[src/rtl/shift_pkg.sv]
// Shared definitions for the serial shift unit.
//   - Operation encoding for the op port (SLL / SRL / SRA / ROTR).
//   - Controller state encoding (IDLE / SHIFT / DONE).
package shift_pkg;

    localparam logic [1:0] SHIFT_SLL  = 2'b00;
    localparam logic [1:0] SHIFT_SRL  = 2'b01;
    localparam logic [1:0] SHIFT_SRA  = 2'b10;
    localparam logic [1:0] SHIFT_ROTR = 2'b11;

    typedef enum logic [1:0] {
        ST_IDLE  = 2'b00,
        ST_SHIFT = 2'b01,
        ST_DONE  = 2'b10
    } state_t;

endpackage

[src/rtl/shift_step.sv]
// Combinational single-bit shift step.
// Ports:
//   i_op   - operation select (shift_pkg SHIFT_* encoding)
//   i_data - current working value
//   o_data - value after one 1-bit step of the selected operation
module shift_step
    import shift_pkg::*;
#(
    parameter int WIDTH = 32
) (
    input  logic [1:0]       i_op,
    input  logic [WIDTH-1:0] i_data,
    output logic [WIDTH-1:0] o_data
);

    always_comb begin
        o_data = i_data;
        case (i_op)
            SHIFT_SLL:  o_data = {i_data[WIDTH-2:0], 1'b0};
            SHIFT_SRL:  o_data = {1'b0, i_data[WIDTH-1:1]};
            SHIFT_SRA:  o_data = {i_data[WIDTH-1], i_data[WIDTH-1:1]};
            SHIFT_ROTR: o_data = {i_data[0], i_data[WIDTH-1:1]};
            default:    o_data = i_data;
        endcase
    end

endmodule

[src/rtl/serial_shift_unit.sv]
// Multicycle shift unit: SLL / SRL / SRA / ROTR by a variable amount, one
// bit position per clock, with a start/busy/done handshake.
//
// Handshake: start is sampled on a rising edge whenever busy is low (IDLE or
// DONE). busy is high only while shifting; done is a one-cycle pulse during
// which out holds the result. out keeps that result until the next accepted
// operation reaches DONE.
//
// Ports:
//   clk       - clock, all state updates on the rising edge
//   reset     - synchronous active-high reset
//   start     - request pulse, ignored while busy
//   op        - shift operation (shift_pkg SHIFT_* encoding)
//   shamt     - shift amount 0..WIDTH-1
//   in        - operand
//   busy      - high in SHIFT
//   done      - high for one cycle in DONE
//   out       - result register
//   dbg_state - current controller state for observation
module serial_shift_unit
    import shift_pkg::*;
#(
    parameter int WIDTH   = 32,
    parameter int SHAMT_W = 5
) (
    input  logic               clk,
    input  logic               reset,
    input  logic               start,
    input  logic [1:0]         op,
    input  logic [SHAMT_W-1:0] shamt,
    input  logic [WIDTH-1:0]   in,
    output logic               busy,
    output logic               done,
    output logic [WIDTH-1:0]   out,
    output logic [1:0]         dbg_state
);

    state_t             r_state;
    state_t             w_next_state;
    logic [WIDTH-1:0]   r_work;
    logic [WIDTH-1:0]   r_out;
    logic [1:0]         r_op;
    logic [SHAMT_W-1:0] r_count;
    logic [WIDTH-1:0]   w_step;
    logic               w_accept;
    logic               w_last_step;

    shift_step #(.WIDTH(WIDTH)) u_step (
        .i_op   (r_op),
        .i_data (r_work),
        .o_data (w_step)
    );

    // A new request is taken in any non-busy state (back-to-back from DONE).
    assign w_accept    = start && (r_state != ST_SHIFT);
    assign w_last_step = (r_state == ST_SHIFT) && (r_count == SHAMT_W'(1));

    always_ff @(posedge clk) begin
        if (reset) begin
            r_state <= ST_IDLE;
        end else begin
            r_state <= w_next_state;
        end
    end

    always_comb begin
        w_next_state = r_state;
        busy         = 1'b0;
        done         = 1'b0;
        case (r_state)
            ST_IDLE: begin
                if (start) begin
                    w_next_state = (shamt != '0) ? ST_SHIFT : ST_DONE;
                end
            end
            ST_SHIFT: begin
                busy = 1'b1;
                if (r_count == SHAMT_W'(1)) begin
                    w_next_state = ST_DONE;
                end
            end
            ST_DONE: begin
                done = 1'b1;
                if (start) begin
                    w_next_state = (shamt != '0) ? ST_SHIFT : ST_DONE;
                end else begin
                    w_next_state = ST_IDLE;
                end
            end
            default: begin
                w_next_state = ST_IDLE;
            end
        endcase
    end

    // Datapath. out is only written on the edge that enters DONE, so a
    // later operation in flight never disturbs the previous result.
    always_ff @(posedge clk) begin
        if (reset) begin
            r_work  <= '0;
            r_out   <= '0;
            r_op    <= SHIFT_SLL;
            r_count <= '0;
        end else if (w_accept) begin
            r_work  <= in;
            r_op    <= op;
            r_count <= shamt;
            if (shamt == '0) begin
                r_out <= in;
            end
        end else if (r_state == ST_SHIFT) begin
            r_work  <= w_step;
            r_count <= r_count - SHAMT_W'(1);
            if (w_last_step) begin
                r_out <= w_step;
            end
        end
    end

    assign out       = r_out;
    assign dbg_state = r_state;

endmodule

[config.mk]
export PLATFORM = sky130hd
export DESIGN_NAME = serial_shift_unit
export DESIGN_NICKNAME = d
export VERILOG_FILES = /design/src/rtl/shift_pkg.sv /design/src/rtl/shift_step.sv /design/src/rtl/serial_shift_unit.sv
export SDC_FILE = /design/constraint.sdc
export NUM_CORES = 1
export LEC_CHECK = 0
export BUFFER_PORTS_ARGS = -buffer_cell sky130_fd_sc_hd__buf_2
export CAP_MARGIN = 20
export CELL_PAD_IN_SITES_DETAIL_PLACEMENT = 0
export CELL_PAD_IN_SITES_GLOBAL_PLACEMENT = 1
export CORE_UTILIZATION = 42
export CTS_CLUSTER_DIAMETER = 40
export CTS_CLUSTER_SIZE = 10
export DETAILED_ROUTE_END_ITERATION = 7
export PLACE_DENSITY = 0.85
export SYNTH_ARGS = -nofsm -noshare
export SYNTH_HDL_FRONTEND = slang
export SYNTH_HIERARCHICAL = 1
export SYNTH_SLANG_ARGS = --single-unit
[constraint.sdc]
create_clock -name clk -period 2.45 [get_ports clk]
set_input_delay 0.49 -clock clk [delete_from_list [all_inputs] [get_ports clk]]
set_output_delay 0.49 -clock clk [all_outputs]
set_load 0.02 [all_outputs]
==> impl_metrics.py <==
metrics = {
    "synth": {
        "synth_top_area_cell": "dfxtp_1",
        "avgSynthCellArea_um2": 9.51,
        "synth_warnings": 6,
        "syn_area_um2": 4010,
        "synth_top_area_share": 0.365,
        "ys_seq_area_frac": 0.365,
        "ys_seq_elements": 73,
        "syn-instance-count": 421,
        "synth.distinct_cells": 34,
        "syn_nets": 465,
        "synth_area_leaders": "dfxtp_1 36%, mux2_4 21%, a311oi_1 6.6%",
    },
    "timing": {
        "slew_headroom": 0.761,
        "tns_ps": 0,
        "holdWs_ps": 406,
        "rsz0062_at_grt": "no",
        "period_share": 0.913,
        "maxSlewViolCount": 0,
        "worst_slack_ps": 214,
        "fmax_mhz": 447,
        "fin_skew_ps": 14.7,
        "worstMarginPinSlew_ps": 353,
        "period_minus_slack_ps": 2240,
        "hold_viol": 0,
        "setup_viol": 0,
    },
    "worst_hold_path": {
        "worstHoldPathType": "input pin to flop",
    },
    "cts": {
        "clkTransAtPathRegs_ps": 80,
        "clock_sinks": 73,
        "clock_latency_ps": 360,
        "cts_max_path_buffers": 2,
        "postCtsSetupBuffers": 0,
        "h-tree-depth": 3,
        "tritoncts": "built",
        "root_buffer": "clkbuf_8",
        "holdBufCountCts": 0,
        "cts_resized": 0,
        "cts_made_buffers": 9,
    },
    "drt": {
        "ant_nets": 0,
        "vias": 3301,
        "wl_per_cell_um": 15.3,
        "drt-initial-drc-count": 157,
        "drc": 0,
        "totalWireLength_mm": 9.43,
        "vias_per_cell": 5.34,
        "first_pass_iters": 4,
    },
    "power": {
        "power_density_nw_per_um2": 709,
        "p_leak_nw": 2.13,
        "power_mw": 3.37,
        "ir_drop_mv": 0.326,
    },
    "layout": {
        "areaGrowthSynthToFinish_pct": 18.7,
        "fin_util": 0.515,
        "drive_gt1_frac": 0.360,
        "fillCellCount": 865,
        "antenna_cells": 0,
        "nNetsFinal": 528,
    },
    "global_routing": {
        "grt_antenna_before_repair": 0,
        "grt_max_degree": 53,
        "grt_usage": 0.197,
        "grt_overflow_total": 0,
        "grt_pass1_wl_mm": 15.5,
        "first_global_vias": 3132,
    },
    "setup_path": {
        "cp_data_arrival_time_ps": 1750,
        "crit_type": "flop to output pin",
        "worstSetupStartpointType": "flop",
        "cp-end-kind": "output pin",
        "required_ps": 1960,
        "cp_max_fo": 35,
    },
    "placed_design": {
        "pre_cts_slack_ps": 275,
        "io_buffers": 77,
        "place_congestion": 0.746,
        "dp_hpwl_mm": 6.33,
    },
    "die": {
        "core_um2": 9240,
        "start_util": 0.433,
        "rows": 35,
        "die_area_um2": 9930,
        "die_h_um": 99.7,
        "die_w_um": 99.7,
        "io-pin-count": 78,
    },
    "run": {
        "cap_violations": 0,
    },
    "run_status": {
        "status": "finished clean",
    },
}
stage by stage:
stage | cell area [µm²] | std cells
2_1_floorplan | 4010 | 421
3_3_place_gp | 4510 | 602
3_5_place_dp | 4510 | 602
5_1_grt | 4760 | 618
4_1_cts | 4760 | 618
6_report | 4760 | 618
final cells by class:
type / instances / area [µm²] / share of cell area
multi-input combinational: 298 / 2310 / 0.486
sequential: 73 / 1460 / 0.307
timing repair buffer: 93 / 546 / 0.115
tap: 129 / 161 / 0.0339
clock buffer: 9 / 124 / 0.0260
clock inverter: 7 / 118 / 0.0247
inverter: 9 / 33.8 / 0.00710
cell usage in the layout (no fill, tap or decap), types with 14 or more instances in the layout:
| cell type | netlist | layout |
|---|---|---|
| a21oi_1 | 35 | 35 |
| buf_4 | 0 | 14 |
| nor2_1 | 38 | 38 |
| buf_2 | 3 | 76 |
| a311oi_1 | 30 | 30 |
| mux2_4 | 57 | 57 |
| o21ai_0 | 34 | 34 |
| nand3_1 | 33 | 33 |
| dfxtp_1 | 73 | 73 |
| nor2b_1 | 32 | 32 |
power by group:
| part | total, mW | internal, mW | switching (mW) |
|---|---|---|---|
| Clock | 1.16 | 0.678 | 0.486 |
| Sequential | 1.38 | 1.30 | 0.0836 |
| Combinational | 0.821 | 0.392 | 0.429 |
| Total | 3.37 | 2.37 | 0.999 |
flip-flops by register name, summed over array words and instances, names as in the netlist:
register   count
out           32
dbg_state      2
r_work        32
r_count        5
r_op           2
layer usage:
layer / track usage / wire length [µm]
met1: 0.254 / 4450
met4: 0.0758 / 163
met2: 0.327 / 4510
met3: 0.0365 / 300
met5: 0 / 0
worst paths after layout:
path                                    from    endpoint  slack [ps]  depth (start not counted)
worst max-delay path            dbg_state[1]        busy         210                          4
worst min-delay path                   op[1]     r_op[1]         410                          3
worst max register to register  dbg_state[1]  r_work[29]         500                          6
worst min register to register    r_count[4]  r_count[4]         510                          1
cell usage after synthesis, drive strengths merged:
cell and number:
mux2i 3, nor3 2, nand2b 1, nand3 34, a2111oi 1, clkbuf 26, or3 1, buf 15
o41ai 1, a32oi 1, o211ai 1, a211oi 6, mux2 60, a311oi 30, o211a 1, nand2 5
nor3b 1, ha 2, or4 1, a311o 2, o21ai 34, inv 9, nor2b 32, o31ai 2
dfxtp 73, nor2 39, a21oi 35, nor4b 1, a31oi 2
critical path: stages (launching register included):
cell and delay [ps]:
dfxtp_1 320, nand2b_2 350, inv_1 160, buf_4 340
buf_2 230
cell families (layout without fill, tap and decap cells):
group / after synthesis / count (layout) / synth area share
and+or+nand+nor: 117 / 117 / 0.151
AOI/OAI and AO/OA: 116 / 116 / 0.189
DFF: 73 / 73 / 0.365
muxes: 63 / 63 / 0.230
buffers and inverters: 50 / 118 / 0.0590
adders and majority gates: 2 / 2 / 0.00625
No activity file was read; power rests on OpenSTA's default activity.
